## src/rtl/seq_addsub.sv

```systemverilog
// Multi-cycle adder/subtractor: processes CHUNK bits per clock, LSB chunk first.
// Subtraction is performed as A + ~B + ~Cin, so Cout=1 in subtract mode means
// "no borrow". The result, Cout and Ovf are only updated on the final chunk,
// so the outputs never show partial sums.
module seq_addsub #(
    parameter int WIDTH = 16,
    parameter int CHUNK = 4
) (
    input  logic             clk,
    input  logic             rst,
    input  logic             start,
    input  logic             sub,
    input  logic [WIDTH-1:0] A,
    input  logic [WIDTH-1:0] B,
    input  logic             Cin,
    output logic [WIDTH-1:0] S,
    output logic             Cout,
    output logic             Ovf,
    output logic             busy,
    output logic             done
);

    localparam int N     = WIDTH / CHUNK;
    localparam int IDX_W = (N > 1) ? $clog2(N) : 1;

    typedef enum logic [1:0] {
        IDLE = 2'd0,
        RUN  = 2'd1,
        DONE = 2'd2
    } state_t;

    state_t state_q, state_d;

    // Latched operands (B already conditioned for subtract) and working sum
    logic [WIDTH-1:0] a_q, a_d;
    logic [WIDTH-1:0] b_q, b_d;
    logic [WIDTH-1:0] work_q, work_d;
    logic             carry_q, carry_d;
    logic [IDX_W-1:0] idx_q, idx_d;

    // Architecturally visible result registers
    logic [WIDTH-1:0] s_q, s_d;
    logic             cout_q, cout_d;
    logic             ovf_q, ovf_d;

    // Chunk datapath
    logic [N-1:0]     chunk_hit;
    logic [CHUNK-1:0] a_chunk;
    logic [CHUNK-1:0] b_chunk;
    logic [CHUNK:0]   chunk_sum;
    logic [WIDTH-1:0] work_merged;
    logic             last_chunk;
    logic             msb_carry_in;

    // One-hot decode of the chunk currently being processed
    for (genvar gi = 0; gi < N; gi++) begin : g_hit
        assign chunk_hit[gi] = (idx_q == IDX_W'(gi));
    end

    assign last_chunk = (idx_q == IDX_W'(N - 1));

    // Select the active operand chunk, add it, and merge the sum into the working word
    always_comb begin
        a_chunk     = '0;
        b_chunk     = '0;
        work_merged = work_q;
        for (int i = 0; i < N; i++) begin
            if (chunk_hit[i]) begin
                a_chunk = a_q[i*CHUNK +: CHUNK];
                b_chunk = b_q[i*CHUNK +: CHUNK];
            end
        end
        chunk_sum = {1'b0, a_chunk} + {1'b0, b_chunk} + {{CHUNK{1'b0}}, carry_q};
        for (int i = 0; i < N; i++) begin
            if (chunk_hit[i]) begin
                work_merged[i*CHUNK +: CHUNK] = chunk_sum[CHUNK-1:0];
            end
        end
    end

    // Sum bit = a ^ b ^ carry_in, so the carry into the MSB can be recovered from the MSB sum bit
    assign msb_carry_in = a_q[WIDTH-1] ^ b_q[WIDTH-1] ^ work_merged[WIDTH-1];

    // Next-state and datapath update for the IDLE -> RUN -> DONE sequence
    always_comb begin
        state_d = state_q;
        a_d     = a_q;
        b_d     = b_q;
        work_d  = work_q;
        carry_d = carry_q;
        idx_d   = idx_q;
        s_d     = s_q;
        cout_d  = cout_q;
        ovf_d   = ovf_q;
        case (state_q)
            IDLE: begin
                if (start) begin
                    a_d     = A;
                    b_d     = sub ? ~B : B;
                    carry_d = sub ^ Cin;
                    work_d  = '0;
                    idx_d   = '0;
                    state_d = RUN;
                end
            end
            RUN: begin
                work_d  = work_merged;
                carry_d = chunk_sum[CHUNK];
                idx_d   = idx_q + 1'b1;
                if (last_chunk) begin
                    s_d     = work_merged;
                    cout_d  = chunk_sum[CHUNK];
                    ovf_d   = msb_carry_in ^ chunk_sum[CHUNK];
                    idx_d   = '0;
                    state_d = DONE;
                end
            end
            DONE: begin
                state_d = IDLE;
            end
            default: begin
                state_d = IDLE;
            end
        endcase
    end

    // State and datapath registers with synchronous reset
    always_ff @(posedge clk) begin
        if (rst) begin
            state_q <= IDLE;
            a_q     <= '0;
            b_q     <= '0;
            work_q  <= '0;
            carry_q <= 1'b0;
            idx_q   <= '0;
            s_q     <= '0;
            cout_q  <= 1'b0;
            ovf_q   <= 1'b0;
        end else begin
            state_q <= state_d;
            a_q     <= a_d;
            b_q     <= b_d;
            work_q  <= work_d;
            carry_q <= carry_d;
            idx_q   <= idx_d;
            s_q     <= s_d;
            cout_q  <= cout_d;
            ovf_q   <= ovf_d;
        end
    end

    assign S    = s_q;
    assign Cout = cout_q;
    assign Ovf  = ovf_q;
    assign busy = (state_q == RUN);
    assign done = (state_q == DONE);

endmodule

```

## config.mk

```make
export PLATFORM = sky130hd
export DESIGN_NAME = seq_addsub
export DESIGN_NICKNAME = d
export VERILOG_FILES = /design/src/rtl/seq_addsub.sv
export SDC_FILE = /design/constraint.sdc
export NUM_CORES = 1
export LEC_CHECK = 0
export CAP_MARGIN = 0
export CORE_UTILIZATION = 42
export CTS_BUF_LIST = sky130_fd_sc_hd__clkbuf_4
export CTS_CLUSTER_SIZE = 24
export DETAILED_ROUTE_END_ITERATION = 16
export HOLD_SLACK_MARGIN = 0.05
export MAX_ROUTING_LAYER = met4
export PLACE_DENSITY = 0.66
export SLEW_MARGIN = 25
export SYNTH_ARGS = -nofsm -noshare
export SYNTH_HDL_FRONTEND = slang
export SYNTH_SLANG_ARGS = --single-unit
```

## constraint.sdc

```tcl
create_clock -name clk -period 9.54 [get_ports clk]
set_input_delay 2.862 -clock clk [delete_from_list [all_inputs] [get_ports clk]]
set_output_delay 2.862 -clock clk [all_outputs]
set_load 0.03 [all_outputs]
```

### After elaboration in Yosys (flattened, before gate mapping)

Index checks and enable logic that the tools add are counted.

| storage, ports and cells | value |
|---|---|
| word-level logic and storage cells | 54 |
| input bits | 37 |
| output and inout port bits | 20 |
| bits in registers | 71 |

| operators by class | value |
|---|---|
| equal/unequal tests | 7 |
| $add $sub $neg | 3 |
| reduce and logical (&&, ||, !) cells | 7 |
| muxes and demuxes | 23 |
| bitwise logic cells | 5 |

Operators by type and width:

| cell | number |
|---|---|
| 2-to-1 mux 4 bit | 12 |
| 2-to-1 mux 16 bit | 2 |
| one-hot mux 16 bit (2 select lines) | 1 |
| inverter 16 bit | 1 |
| 2-to-1 mux 2 bit | 4 |
| one-hot mux 2 bit (2 select lines) | 2 |
| AND reduction 2 bit | 4 |
| == test 2 bit, second input constant | 3 |
| adder 4 x 4 -> 5 bit | 1 |
| adder 5 x 1 -> 5 bit | 1 |
| == test 2 x 1 -> 1 bit, second input constant | 2 |
| zero test 2 bit | 2 |
| bitwise XOR 1 bit | 4 |
| adder 2 x 1 -> 2 bit, second input constant | 1 |
| inequality test 2 x 1 -> 1 bit, second input constant | 1 |
| inequality test 2 bit, second input constant | 1 |
| one-hot mux 1 bit (2 select lines) | 1 |
| nonzero test 2 bit | 1 |
| 2-to-1 mux 1 bit | 1 |

### Longest topological paths before layout

| depth | value |
|---|---|
| depth after elaboration | 10 |
| mapped depth | 14 |
| mapped depth without buffers | 13 |

### Least setup slack after synthesis

OpenSTA, ideal clock, no wires.

| timing path | value |
|---|---|
| kind | register -> output |
| start | register state_q[1] |
| end | output port busy |
| arrival time | 1071 ps |
| path slack | 5607 ps |
| required time | 6678 ps |
| buffers on the path | 1 |
| stages on the path, launching flop included | 4 |
| cells stage by stage | dfxtp_1 nand2b_1 clkbuf_1 clkinv_1 |

| on the way | value |
|---|---|
| cells in the longest elaborated chain, start to end | 1 |

Ends and longest elaborated chain:

| what | RTL line | text |
|---|---|---|
| from (decl) | 32 | `state_t state_q, state_d;` |
| from (signal assigned) | 140 | `state_q <= state_d;` |
| == test 2 x 1 -> 1 bit | 155 | `assign busy = (state_q == RUN);` |
| to (decl) | 19 | `output logic busy,` |

No other way between the ends.

### Worst setup path in the final report

Ends and elaborated chain as after synthesis.

==> results.txt <==
Entering global routing, the biggest net connects 68 pins. Dividing the synthesized area by the synthesized cell count gives 8.03 um2. The worst path uses 53.2% of the clock period. The initial antenna violation count was 0.

The worst register-to-register path has a depth of 10. The area added between synthesis and finish is 21.5%, and the transition time at the pin with the least slew margin is 0.958 ns. In this run the count of I/O pins placed on the die edge is 57. Detailed routing placed a total of 3.37 mm of wire on met2. At the later pin of the worst-skew pair, clock insertion delay measures 0.41 ns.

Of all nets on the critical path, the largest fanout is 9. No sink is reached through more buffers than the 2 on the longest clock path. Once routing completed, OpenROAD measured the worst setup slack at 4.46 ns. Setup violations remaining at the end of the flow were counted as 0. Dividing the detail-routed via count by the number of cells gives 5.13. In this run, synthesis inferred 0 flip-flops with an integrated enable. The clock period minus worst slack was 5.08 ns; the via count was 2715. The first detailed-routing pass ran for 4 iterations.

The effective utilization at floorplan is 43.2%, and the post-route non-filler standard cell count is 529. By startpoint and endpoint, the worst setup path is classified as flop to output pin. Worst slack on hold paths: 0.455 ns. The post-route netlist has 3.72% of its cells at a drive strength greater than 1. The number of global-route vias before repair is 2361. Once the clock tree was built, the resizer swapped 0 gates to a different size. The dominant synthesized flop cell is dfxtp_1. The path class of the tightest hold or removal check is flop to flop.

The first global-routing pass estimated 11.1 mm of wire. The largest single stage delay on the critical path is 0.69 ns. For the total detailed-routing wirelength, the log shows 6.83 mm. After the first detailed-routing iteration, the DRC count stood at 115. STA puts the critical path data arrival time at 2.21 ns. The total grt overflow was 0; the worst hold path cell count was 2. The number of clock buffers added by TritonCTS is 9.

The run gives 43.1% as the sequential-to-total area share from yosys stat. The logs give 4.81 ns for the pre-CTS setup slack and 471 for the number of nets in the final layout. Critical path buffer and inverter count: 2.

The highest signal layer in the routed design was met4. The mapped netlist covers 0.00311 mm2. In the synthesized netlist, the number of instances is 388. The run gives 0.0902 mV as the largest voltage drop on the vdd net. The cell with the largest stage delay on the worst path was clkdlybuf4s50_1. The tools report the nature of the critical path startpoint as a flop. In this run the static leakage power is 1.33 nW. The tools report the source of the worst register-to-register timing path as idx_q[0].

After floorplanning, the core was divided into 31 placement rows. For this design the ratio of total power to cell area is 144 mW/mm2. After synthesis the netlist holds a flip-flop and latch count of 67. Walking the worst path, the cells encountered are nand2b_1 -> clkinv_1 -> clkdlybuf4s50_1. The logs give 0 for the count of hold-fix buffers inserted at cts and 36.1% for the worst slew margin relative to its limit. Clock-pin slew was measured on the worst setup and hold paths at 0.10 ns. The tools report the post-synthesis cell type count as 39.

The startpoint identified for the worst hold timing path is S[8]. The post-detailed-placement half-perimeter wirelength is 4.51 mm, and the worst clock skew is 0.0128 ns. From bottom edge to top edge, the die measures 88.1 um.

The capture point of the worst reg-to-reg path is Ovf. The tools report the capturing element type of the critical path as an output pin. The die covers 0.00776 mm2. The synthesized net count is 434, and the number of H-tree levels is 3. The Yosys step of the flow raised 0 warnings. Total of buffers placed on input and output ports: 56. The clock drives 67 sinks. The run gives 5.92 ns as the minimum setup slack among reg-to-reg paths. The routed design uses 301 um of met3 wire.

The highest attainable clock frequency is 0.197 GHz, and the residual antenna-violating net count after detailed routing is 0. After synthesis, the share of flip-flops with an asynchronous set or reset is 0%. The placed cell count came out at 513. The average detailed-routed wire length per instance came out at 12.9 um. The flow ran to the end, and the final reports show no timing, DRC or antenna violations. Setup repair after global routing left no endpoint under its margin. The end point of the worst hold path was S[8]. The diode insertion count for antenna repair is 0, and the final-report hold violation count is 0. For this run, design rule violations remaining after detail routing come to 0. Routability-driven placement finished with a final weighted congestion of 0.784.

For the number of setup buffers added after CTS, the log shows 0. The max-slew violation count is 0, and the endpoint required time on the critical path is 6.68 ns. The tools report the library cell used as clock root buffer as clkbuf_4. The run gives 0.000546 W as the post-route total power. The core region is 0.00721 mm2. In the global route stage, overall resource usage came out at 19.5%.

The cell family contributing the most delay on the critical path is buffers and inverters. TritonCTS built the clock tree. In the final routing, the length of wire on met1 measures 3.04 mm. The width of the die was 88.1 um; the number of max-capacitance violations reported was 0. The run gives 0 ns as the setup TNS.
report_power, final:
group	leakage, nW	internal (W)	switching, W
clock network	0.0554	0.0000515	0.0000959
logic	0.728	0.0000436	0.0000554
registers	0.547	0.000292	0.00000759
total	1.33	0.000387	0.000159
worst max-delay path by stage:
stage | start | to | cells past startpoint
after floorplan | state_q[1] | busy | 3
after global placement | sub | carry_q | 5
after detailed placement | sub | carry_q | 5
after CTS | state_q[1] | busy | 3
after global routing | state_q[1] | busy | 3
final | state_q[1] | busy | 3
logic make-up (layout without fill, tap and decap cells):
logic type	after synthesis	count (layout)	share of synthesized area (%)
muxes	3	3	0.964
buffers and inverters	42	84	5.38
adders and majority gates	9	9	4.10
and+or+nand+nor	139	139	19.4
xor gates and xnor gates	19	19	5.34
DFF	67	67	43.1
AOI/OAI and AO/OA	109	109	21.7
synth_stat cells (2+ instances only):
cell	number	share of area [%]
fa_1	2	1.3
o21ai_0	12	1.9
nand3b_1	7	1.7
a221oi_1	3	0.84
nor2_1	44	5.3
a31oi_1	3	0.60
nand2b_1	3	0.60
nand4_1	3	0.60
nor2b_1	5	1.0
a22oi_1	7	1.7
buf_2	8	1.3
a211oi_1	19	4.6
ha_1	7	2.8
buf_1	2	0.24
a32oi_1	3	0.84
mux2i_1	3	0.96
nor3_1	6	0.96
and3b_1	2	0.56
xnor2_1	18	5.1
inv_1	8	0.96
nand2_1	64	7.7
a21oi_1	47	7.6
clkbuf_1	23	2.8
o211ai_1	7	1.7
nand3_1	2	0.32
dfxtp_1	67	43
layout make-up:
cell class,instances,area [um2]
flip-flops and latches,67,1340
well taps,99,124
fillers,749,3430
clock inverters,6,22.5
repair buffers,59,578
multi-input cells,279,1610
clock buffers,10,75.1
inverters,9,33.8
worst reg2reg max path, stage by stage, from the launching register on:
cell and delay (ns):
dfxtp_1 0.42, ha_1 0.82, nand2_1 0.12, a21oi_1 0.18, a21oi_1 0.05, o21ai_0 0.43, ha_1 0.31, and3b_1 0.18
or3_1 0.49, a211o_1 0.34, a31o_1 0.20
layout by cell type (no fill, tap or decap), drive strengths merged, types with 8 or more instances in the layout:
master,count
dfxtp,67
nand2,64
clkdlybuf4s50,55
a21oi,47
nor2,44
a211oi,19
xnor2,18
o21ai,13
clkbuf,10
inv,8
registers in the layout, indices dropped and copies added (netlist names):
signal and flops:
Cout 1, Ovf 1, S 16, a_q 16, b_q 16, carry_q 1
idx_q 2, state_q 2, work_q 12
metal layers:
| metal | up-vias | GRT usage, % |
|---|---|---|
| li1 | 1413 | - |
| met1 | 1219 | 23.9 |
| met2 | 72 | 31.4 |
| met3 | 11 | 3.39 |
| met4 | 0 | 8.36 |
| met5 | - | - |
through the flow:
stage / cell area, um2 / util, %
detailed placement: 3680 / 51.1
global route: 3780 / 52.4
CTS: 3780 / 52.4
floorplan: 3110 / -
finish: 3780 / 52.4
global placement: 3680 / 51.1
Note: power is estimated with default switching activity, not from simulation.
